==> config.mk <==
export PLATFORM = sky130hd
export DESIGN_NAME = raster_scheduler
export DESIGN_NICKNAME = d
export VERILOG_FILES = /design/src/rtl/gpu_pkg.sv /design/src/rtl/tri_fifo.sv /design/src/rtl/raster_scheduler.sv
export SDC_FILE = /design/constraint.sdc
export NUM_CORES = 1
export LEC_CHECK = 0
export ABC_CLOCK_PERIOD_IN_PS = 10600
export CORE_ASPECT_RATIO = 1.2
export CORE_MARGIN = 5
export CORE_UTILIZATION = 56
export DETAILED_ROUTE_END_ITERATION = 10
export GPL_TIMING_DRIVEN = 1
export PLACE_DENSITY_LB_ADDON = 0.15
export SLEW_MARGIN = 20
export SYNTH_ARGS = -nofsm -noshare
export SYNTH_HDL_FRONTEND = slang
export SYNTH_SLANG_ARGS = --single-unit
==> constraint.sdc <==
create_clock -name clk -period 10.6 [get_ports clk]
set_input_delay 1.06 -clock clk [delete_from_list [all_inputs] [get_ports clk]]
set_output_delay 1.06 -clock clk [all_outputs]
set_load 0.05 [all_outputs]
==> src/rtl/gpu_pkg.sv <==
`default_nettype none
// ============================================================================
// Module      : gpu_pkg
// Description : Shared vertex, triangle and scheduler-state types.
// Revision    : 1.0 - initial release
// ============================================================================
package gpu_pkg;

  // Vertex packed as {z, y, x}, each an IEEE-754 single, x in the low word.
  typedef logic [2:0][31:0] vertex_t;

  typedef struct packed {
    vertex_t p1;
    vertex_t p2;
    vertex_t p3;
  } triangle_t;

  typedef enum logic [2:0] {
    IDLE       = 3'd0,
    LOAD       = 3'd1,
    START      = 3'd2,
    RUN        = 3'd3,
    FRAME_DONE = 3'd4,
    RECOVER    = 3'd5
  } sched_state_t;

endpackage
`default_nettype wire

==> src/rtl/tri_fifo.sv <==
`default_nettype none
// ============================================================================
// Module      : tri_fifo
// Description : Synchronous FIFO of triangles with show-ahead head output.
// Revision    : 1.0 - initial release
// ============================================================================
module tri_fifo
  import gpu_pkg::*;
#(
  parameter int DEPTH = 4
) (
  input  logic                   clk,
  input  logic                   reset_n,
  input  logic                   push,
  input  logic                   pop,
  input  triangle_t              din,
  output triangle_t              head,
  output logic                   full,
  output logic                   empty,
  output logic [$clog2(DEPTH):0] count
);

  localparam int c_AW = $clog2(DEPTH);

  triangle_t           r_mem [DEPTH];
  logic [c_AW-1:0]     r_wr;
  logic [c_AW-1:0]     r_rd;
  logic [c_AW:0]       r_count;
  logic                w_push;
  logic                w_pop;

  // A push is refused while full even if a pop frees a slot in the same cycle.
  assign w_push = push && !full;
  assign w_pop  = pop && !empty;

  assign full  = (r_count == (c_AW+1)'(DEPTH));
  assign empty = (r_count == '0);
  assign count = r_count;
  assign head  = r_mem[r_rd];

  always_ff @(posedge clk) begin
    if (w_push) begin
      r_mem[r_wr] <= din;
    end
  end

  always_ff @(posedge clk) begin
    if (!reset_n) begin
      r_wr    <= '0;
      r_rd    <= '0;
      r_count <= '0;
    end else begin
      if (w_push) begin
        r_wr <= r_wr + 1'b1;
      end
      if (w_pop) begin
        r_rd <= r_rd + 1'b1;
      end
      case ({w_push, w_pop})
        2'b10:   r_count <= r_count + 1'b1;
        2'b01:   r_count <= r_count - 1'b1;
        default: r_count <= r_count;
      endcase
    end
  end

endmodule
`default_nettype wire

==> src/rtl/raster_scheduler.sv <==
`default_nettype none
// ============================================================================
// Module      : raster_scheduler
// Description : Queues triangles and sequences rasterizer_unit one at a time,
//               with frame completion tracking and a hang watchdog.
// Revision    : 1.0 - initial release
// ============================================================================
module raster_scheduler
  import gpu_pkg::*;
#(
  parameter int DEPTH          = 4,
  parameter int TIMEOUT_CYCLES = 2_000_000,
  parameter int CNT_W          = 16
) (
  input  logic             clk,
  input  logic             reset_n,
  input  logic             tri_valid,
  output logic             tri_ready,
  input  logic [95:0]      tri_p1,
  input  logic [95:0]      tri_p2,
  input  logic [95:0]      tri_p3,
  input  logic             frame_end,
  output logic [95:0]      ru_p1,
  output logic [95:0]      ru_p2,
  output logic [95:0]      ru_p3,
  output logic             ru_start,
  input  logic             ru_done,
  output logic             ru_reset,
  output logic             busy,
  output logic             frame_done,
  output logic [CNT_W-1:0] frame_tris,
  output logic             timeout_err
);

  localparam int              c_CW       = $clog2(DEPTH) + 1;
  localparam int              c_LW       = c_CW + 1;
  localparam int              c_WW       = $clog2(TIMEOUT_CYCLES + 1);
  localparam logic [c_WW-1:0] c_WD_LAST  = c_WW'(TIMEOUT_CYCLES - 1);
  localparam logic [CNT_W-1:0] c_CNT_MAX = '1;

  sched_state_t     r_state;
  logic [c_WW-1:0]  r_wd;
  logic [CNT_W-1:0] r_tri_cnt;
  logic             r_pending;
  logic [c_LW-1:0]  r_left;

  triangle_t        w_din;
  triangle_t        w_head;
  logic             w_full;
  logic             w_empty;
  logic [c_CW-1:0]  w_count;
  logic             w_push;
  logic             w_pop;
  logic             w_inflight;
  logic             w_timeout;
  logic             w_complete;
  logic             w_retire;

  assign tri_ready  = reset_n && !w_full;
  assign w_push     = tri_valid && tri_ready;
  assign w_pop      = (r_state == LOAD);
  assign w_din      = {tri_p1, tri_p2, tri_p3};
  assign busy       = !w_empty || (r_state != IDLE);

  assign w_inflight = (r_state == START) || (r_state == RUN);
  assign w_timeout  = w_inflight && (r_wd == c_WD_LAST);
  assign w_complete = (r_state == RUN) && ru_done && !w_timeout;
  assign w_retire   = w_timeout || w_complete;

  tri_fifo #(
    .DEPTH (DEPTH)
  ) u_fifo (
    .clk     (clk),
    .reset_n (reset_n),
    .push    (w_push),
    .pop     (w_pop),
    .din     (w_din),
    .head    (w_head),
    .full    (w_full),
    .empty   (w_empty),
    .count   (w_count)
  );

  always_ff @(posedge clk) begin
    if (!reset_n) begin
      r_state     <= IDLE;
      r_wd        <= '0;
      r_tri_cnt   <= '0;
      r_pending   <= 1'b0;
      r_left      <= '0;
      ru_p1       <= '0;
      ru_p2       <= '0;
      ru_p3       <= '0;
      ru_start    <= 1'b0;
      ru_reset    <= 1'b1;
      frame_done  <= 1'b0;
      frame_tris  <= '0;
      timeout_err <= 1'b0;
    end else begin
      frame_done <= 1'b0;
      ru_reset   <= 1'b0;

      // r_left counts the not-yet-retired triangles that belong to the ending
      // frame; FIFO order guarantees they are always the oldest ones.
      if (frame_end && !r_pending) begin
        r_pending <= 1'b1;
        r_left    <= c_LW'(w_count) + c_LW'(w_inflight) + c_LW'(w_push)
                     - c_LW'(w_retire);
      end else if (r_pending && w_retire) begin
        r_left <= r_left - 1'b1;
      end

      case (r_state)
        IDLE: begin
          if (r_pending && (r_left == '0)) begin
            frame_done <= 1'b1;
            frame_tris <= r_tri_cnt;
            r_tri_cnt  <= '0;
            r_pending  <= 1'b0;
            r_state    <= FRAME_DONE;
          end else if (!w_empty) begin
            r_state <= LOAD;
          end
        end
        LOAD: begin
          ru_p1    <= w_head.p1;
          ru_p2    <= w_head.p2;
          ru_p3    <= w_head.p3;
          ru_start <= 1'b1;
          r_wd     <= '0;
          r_state  <= START;
        end
        START, RUN: begin
          if (w_timeout) begin
            ru_start    <= 1'b0;
            ru_reset    <= 1'b1;
            timeout_err <= 1'b1;
            r_state     <= RECOVER;
          end else begin
            r_wd <= r_wd + 1'b1;
            if ((r_state == START) && !ru_done) begin
              ru_start <= 1'b0;
              r_state  <= RUN;
            end else if (w_complete) begin
              if (r_tri_cnt != c_CNT_MAX) begin
                r_tri_cnt <= r_tri_cnt + 1'b1;
              end
              r_state <= IDLE;
            end
          end
        end
        FRAME_DONE: r_state <= IDLE;
        RECOVER:    r_state <= IDLE;
        default:    r_state <= IDLE;
      endcase
    end
  end

endmodule
`default_nettype wire

==> flow_summary_export.csv, run 1 <==
group,metric,value,unit
logic_synthesis,synth_cells,3197,
critical_path,crit_slowest_cell,"clkdlybuf4s50_1",
clocking,clk_path_buf_depth,3,
clocking,clkTransAtPathRegs,0.05,ns
critical_path,cp_top_family,"buffers and inverters",
final_layout,final_common_cell,"edfxtp_1",
outcome,status,"complete, no violations",
global_routing,grtUsageMet3,0.0674,
timing,tightest_slew,1.26,ns
clocking,worstSkewPairLatency,0.73,ns
logic_synthesis,async_flop_share,0,
global_routing,grt_overflow_total,0,
global_routing,use_met2,0.406,
timing,rsz0062_at_grt,"false",
floorplanning,die_y,352,µm
routing,firstDrtPassIters,7,
timing,finalSetupTns,0,ns
placement,port_buffers,602,
clocking,cts_inserted_buffers,143,
final_layout,drive_gt1_frac,0.141,
clocking,root_buffer,"clkbuf_16",
critical_path,rr_worst_depth,11,
critical_path,worst_ep_required_time,9.54,ns
run,max-cap-violations,0,
floorplanning,coreArea,0.0970,mm²
global_routing,grt_antenna_before_repair,60,
floorplanning,pin_count,603,
clocking,numClockSinks,1512,
placement,pre_cts_ws,5.81,ns
min_path,hold_class,"flop to flop",
routing,avgViaCountPerCell,5.80,
clocking,cts_hold_buf,0,
timing,finalMaxSlewViolations,0,
pwr,p_per_area,199,mW/mm²
floorplanning,die-area,0.104,mm²
timing,setup_viol,0,
logic_synthesis,ys_warn_count,0,
timing,period_share,0.440,
critical_path,critPathMaxStageDelay,0.98,ns
critical_path,cp.buffers_inverters,4,
logic_synthesis,ys_ff_latch,1512,
routing,ant_nets,0,
critical_path,r2r_slack,6.36,ns
final_layout,area_growth,22.3,%
placement,dpl.hpwl,79.2,mm
clocking,cts_resized,0,
final_layout,layout_common_cells,"edfxtp_1 (1152), nand2_1 (638), clkdlybuf4s50_1 (602)",
pwr,peakVddDrop,0.157,mV
global_routing,grt_pass1_wl,195,mm
timing,slew_headroom,0.162,
timing,finalHoldViolCount,0,
global_routing,grtUsageTotal,0.248,
global_routing,gr-max-usage-layer,"met2",
timing,period_needed,4.67,ns
pwr,power.leakage,0.0209,µW
global_routing,use_met1,0.313,
logic_synthesis,synth_top_flop_cell,"edfxtp_1",
clocking,cts_tree,"yes",
logic_synthesis,ys_seq_area_frac,0.764,
critical_path,start_kind,"input port",
global_routing,grt_max_degree,147,
timing,layout_setup_ws,5.93,ns
critical_path,critPathKind,"input port to output pin",
critical_path,crit_chain,"clkdlybuf4s50_1, buf_4, inv_8, a31oi_1, clkdlybuf4s50_1",
logic_synthesis,netlist_area,0.0547,mm²
floorplanning,start_util,0.564,
routing,wire_per_inst,24.9,µm
critical_path,cp.arrival,3.61,ns
clocking,htreeDepth,4,
min_path,holdPathEnd,"frame_tris[13]$_SDFFE_PN0P_",
timing,fin_skew,0.0289,ns
floorplanning,die_width,295,µm
timing,fmax,0.214,GHz
critical_path,end_kind,"output pin",
logic_synthesis,synthDistinctLibCells,61,
critical_path,r2r_end,"r_left[2]$_SDFFE_PN0P_",
clocking,post-cts-setup-buffer-count,0,
logic_synthesis,synthesis.nets,3505,
routing,first_iter_violations,2139,
final_layout,finalNetCount,4104,
logic_synthesis,synth_edf_count,1152,
critical_path,r2r_start,"r_state[1]$_SDFFE_PN0P_",
floorplanning,core.rowCount,125,
routing,wl,130,mm
global_routing,grt_pass1_vias,31300,
placement,gp_congestion,0.807,
routing,num_vias,30400,
logic_synthesis,synth_area_per_cell,17.1,µm²
critical_path,crit_path_max_fanout,102,
final_layout,n_fill_cell,6452,
routing,drc,0,
min_path,holdPathStages,2,
critical_path,cp_common_cell,"clkdlybuf4s50_1",
min_path,holdCritStartpoint,"frame_tris[13]$_SDFFE_PN0P_",
-- cells by family (layout without fill, tap and decap cells) --
group | after synthesis | in the layout | share of synthesized area
buffers and inverters | 203 | 923 | 0.0141
other | 0 | 44 | 0
and+or+nand+nor | 778 | 778 | 0.0578
adders and majority gates | 15 | 15 | 0.00384
muxes | 290 | 290 | 0.119
AOI/OAI and AO/OA | 379 | 379 | 0.0381
DFF | 1512 | 1512 | 0.764
xor gates and xnor gates | 20 | 20 | 0.00320
-- cell usage after synthesis, drive strengths merged, types with 7 or more instances --
master / instances / share of area
edfxtp: 1152 / 0.63
nand2: 638 / 0.044
dfxtp: 360 / 0.13
a21oi: 318 / 0.029
mux4: 288 / 0.12
clkbuf: 144 / 0.0099
nor2: 44 / 0.0030
buf: 38 / 0.0027
inv: 21 / 0.0014
nand3: 21 / 0.0019
nor3: 14 / 0.0013
ha: 12 / 0.0027
and3: 11 / 0.0013
xor2: 11 / 0.0018
nand4: 10 / 0.0011
o211ai: 9 / 0.0012
xnor2: 9 / 0.0014
a31oi: 8 / 0.0012
o21ai: 8 / 0.00073
o311ai: 7 / 0.0011
or3: 7 / 0.00089
-- area by class of cell --
class,instances,area [µm²],area share
Clock buffer,203,4130,0.0618
Tap cell,1270,1590,0.0238
Timing Repair Buffer,636,6370,0.0953
Sequential cell,1512,41800,0.625
Multi-Input combinational cell,1482,12200,0.182
Antenna cell,44,110,0.00165
Clock inverter,63,627,0.00937
Inverter,21,86.3,0.00129
-- power by group --
part	leakage (µW)	internal [µW]	switching (µW)	total [µW]
combinational	0.00517	505	968	1470
sequential	0.0134	6600	116	6720
clock	0.00233	2950	2130	5090
-- state kept, by name (all words and copies together) (netlist names) --
signal        flops
r_pending         1
ru_start          1
r_state           3
r_left            4
u_fifo.r_wr       2
timeout_err       1
ru_p3            96
u_fifo.r_rd       2
ru_p1            96
r_tri_cnt        16
frame_done        1
u_fifo.r_mem   1152
u_fifo.count      3
ru_reset          1
frame_tris       16
r_wd             21
ru_p2            96
-- per-layer routing --
layer | vias to the layer above | part of all wire | wire [µm]
met5 | - | 0.0018 | 229
met4 | 32 | 0.037 | 4830
met3 | 242 | 0.074 | 9680
met2 | 1088 | 0.51 | 66500
met1 | 15500 | 0.38 | 49300
li1 | 13500 | - | -
-- worst max path at each step --
stage / startpoint / end / slack [ns] / cells past startpoint
floorplan: reset_n / u_fifo.r_mem[0][0]$_DFFE_PP_ / 1.13 / 3
global placement: reset_n / u_fifo.r_mem[3][133]$_DFFE_PP_ / 5.88 / 6
detailed placement: reset_n / u_fifo.r_mem[3][86]$_DFFE_PP_ / 5.81 / 6
CTS: reset_n / tri_ready / 5.91 / 5
global route: reset_n / tri_ready / 5.79 / 5
finish: reset_n / tri_ready / 5.93 / 5
-- worst register-to-register path, cell delays in order, from the launching register on --
cell,delay [ns]
dfxtp_1,0.47
nor2b_1,0.71
inv_1,0.42
nor3_1,0.45
nor2_1,0.17
inv_1,0.09
ha_1,0.24
fa_1,0.47
fa_1,0.42
xor2_1,0.17
a221o_1,0.29
a311oi_1,0.24
-- through the flow --
| step | total power [µW] | instance area (µm²) | hold WS [ns] | util | instances |
|---|---|---|---|---|---|
| finish | 13300 | 66900 | 0.451 | 0.690 | 5231 |
| global route | 13700 | 66900 | 0.471 | 0.689 | 5215 |
| CTS | 13400 | 66700 | 0.455 | 0.688 | 5186 |
| detailed placement | 8320 | 62000 | 0.447 | 0.639 | 4920 |
| global placement | 8290 | 62000 | 0.442 | 0.639 | 4920 |
| floorplan | 7730 | 54700 | 0.458 | - | 3197 |
No activity file was read; power rests on OpenSTA's default activity.
==> run 2, diff against run 1 <==
--- a/config.mk
+++ b/config.mk
@@ -5,10 +5,10 @@
 export SDC_FILE = /design/constraint.sdc
 export NUM_CORES = 1
 export LEC_CHECK = 0
-export ABC_CLOCK_PERIOD_IN_PS = 10600
+export ABC_CLOCK_PERIOD_IN_PS = 4100
 export CORE_ASPECT_RATIO = 1.2
 export CORE_MARGIN = 5
-export CORE_UTILIZATION = 56
+export CORE_UTILIZATION = 51
 export DETAILED_ROUTE_END_ITERATION = 10
 export GPL_TIMING_DRIVEN = 1
 export PLACE_DENSITY_LB_ADDON = 0.15
==> constraint.sdc (replaced) <==
create_clock -name clk -period 4.1 [get_ports clk]
set_input_delay 0.41 -clock clk [delete_from_list [all_inputs] [get_ports clk]]
set_output_delay 0.41 -clock clk [all_outputs]
set_load 0.05 [all_outputs]
==> run 2 against run 1 <==
- clock skew decreased by 0.0046 ns
- final area grew 1.2%
- via count down 1.6%
- register-to-register slack lost 6.1 ns
- total power grew to 2.6 times the previous value
- critical path type is now flop to flop
- critical endpoint is now r_left[2]$_SDFFE_PN0P_
- largest power group unchanged
- highest routed layer unchanged
==> flow_summary_export.csv, run 2 (same netlist as run 1, synthesis figures left out) <==
group,metric,value,unit
final_layout,area_growth,23.8,%
floorplanning,core.rowCount,131,
timing,slew_headroom,0.240,
routing,ant_nets,0,
clocking,cts_inserted_buffers,147,
placement,port_buffers,602,
placement,placed_area,0.0630,mm²
routing,avgViaCountPerCell,5.54,
global_routing,grt_antenna_before_repair,43,
routing,met1_length,50.0,mm
critical_path,start_kind,"flop",
routing,dr_wl_met3,10.2,mm
pwr,power.leakage,0.0212,µW
final_layout,drive_gt1_frac,0.148,
routing,first_iter_violations,2190,
placement,pre_cts_ws,0.230,ns
final_layout,top_register,"u_fifo.r_mem",
routing,wire_per_inst,23.5,µm
timing,fmax,0.258,GHz
global_routing,grt_overflow_total,0,
critical_path,crit_path_max_fanout,7,
global_routing,grt_pass1_vias,30500,
clocking,post-cts-setup-buffer-count,0,
clocking,cts_resized,0,
clocking,clk_path_buf_depth,3,
critical_path,crit_slowest_cell,"or4_1",
clocking,worstSkewPairLatency,0.76,ns
floorplanning,start_util,0.514,
global_routing,grtUsageTotal,0.221,
timing,tightest_slew,1.14,ns
floorplanning,coreArea,0.106,mm²
final_layout,largest_reg_flops,1152,
timing,period_needed,3.87,ns
timing,period_share,0.944,
clocking,clkTransAtPathRegs,0.06,ns
timing,setup_viol,0,
routing,wl,127,mm
final_layout,finalNetCount,4158,
routing,firstDrtPassIters,5,
placement,gp_congestion,0.806,
min_path,hold_class,"input port to flop",
routing,num_vias,29900,
critical_path,critPathMaxStageDelay,0.56,ns
critical_path,crit_chain,"or4_1, or4_1, nor3_1, nor2_1, inv_1, ha_1, fa_1, fa_1, xor2_1, a221o_1, a311oi_1",
critical_path,end_kind,"flop",
clocking,cts_hold_buf,0,
floorplanning,die_width,309,µm
clocking,htreeDepth,4,
routing,topRoutingLayerUsed,"met5",
timing,finalSetupTns,0,ns
final_layout,final_cell_area,0.0677,mm²
final_layout,fin_cells,5391,
global_routing,grt_max_degree,183,
routing,drc,0,
final_layout,final_common_cell,"edfxtp_1",
floorplanning,pin_count,603,
clocking,root_buffer,"clkbuf_16",
run,max-cap-violations,0,
timing,finalHoldViolCount,0,
placement,dpl.hpwl,78.6,mm
placement,dp_cells,5096,
timing,layout_setup_ws,0.230,ns
pwr,peakVddDrop,0.402,mV
clocking,numClockSinks,1512,
critical_path,critPathKind,"flop to flop",
floorplanning,die-area,0.114,mm²
pwr,p_per_area,504,mW/mm²
timing,rsz0062_at_grt,"false",
critical_path,cp.arrival,4.52,ns
floorplanning,die_y,369,µm
routing,route.met2.wl,62.9,mm
timing,fin_skew,0.0243,ns
final_layout,layout_common_cells,"edfxtp_1 (1152), nand2_1 (638), clkdlybuf4s50_1 (602)",
critical_path,worst_ep_required_time,4.75,ns
clocking,cts_tree,"yes",
outcome,status,"complete, no violations",
global_routing,grt_pass1_wl,190,mm
timing,finalMaxSlewViolations,0,
run 2: cell count changes in the layout (fill, tap and decap cells not counted), moves of 3 or more:
cell        delta
diode_2       -19
clkinv_1       -8
clkbuf_16      +5
buf_6          -3
clkbuf_1      +26
clkinvlp_4     -4
clkinv_2       -3
buf_12        +37
bufinv_16      -5
inv_16         -3
buf_4         +16
run 2: routing by layer:
metal / GRT usage / up-vias
met1: 0.280 / 15200
li1: - / 13600
met4: 0.0761 / 38
met2: 0.361 / 867
met5: 0 / -
met3: 0.0735 / 220
run 2: cell type report:
| type | count | area [µm²] |
|---|---|---|
| sequential | 1512 | 41800 |
| fill | 7590 | 38700 |
| multi-input combinational | 1482 | 12200 |
| timing repair buffer | 686 | 7200 |
| clock buffer | 232 | 4330 |
| tap | 1396 | 1750 |
| clock inverter | 37 | 300 |
| inverter | 21 | 86.3 |
| antenna | 25 | 62.6 |
run 2: report_power, final:
| group | total, µW | internal, µW | switching [µW] |
|---|---|---|---|
| Sequential | 17300 | 17100 | 265 |
| Clock | 12900 | 7490 | 5430 |
| Combinational | 3870 | 1360 | 2510 |
run 2: final timing paths:
path                                             start                        endpoint  slack, ns  cells past startpoint
worst max register to register    r_wd[7]$_SDFFE_PN0P_          r_left[2]$_SDFFE_PN0P_       0.23                     11
worst max-delay path              r_wd[7]$_SDFFE_PN0P_          r_left[2]$_SDFFE_PN0P_       0.23                     11
worst min-delay path                        tri_p2[51]  u_fifo.r_mem[2][147]$_DFFE_PP_       0.28                      1
worst min register to register  ru_p3[54]$_SDFFE_PN0P_          ru_p3[54]$_SDFFE_PN0P_       0.45                      2
run 2: metrics by stage:
stage / utilization / power (µW) / hold slack (ns)
6_report: 0.636 / 34100 / 0.284
5_1_grt: 0.636 / 35400 / 0.247
4_1_cts: 0.636 / 34500 / 0.216
3_5_place_dp: 0.592 / 21600 / 0.445
3_3_place_gp: 0.592 / 21500 / 0.441
2_1_floorplan: - / 19900 / 0.458
run 2: critical path, delay by kind of cell (launching register included):
kind / cells / cell delay [ns]
buffers and inverters: 1 / 0.09
flip-flops: 1 / 0.37
AO/OA/AOI/OAI: 2 / 0.52
XOR/XNOR: 1 / 0.17
AND/OR/NAND/NOR: 4 / 1.52
adder cells (fa/ha/maj): 3 / 1.13
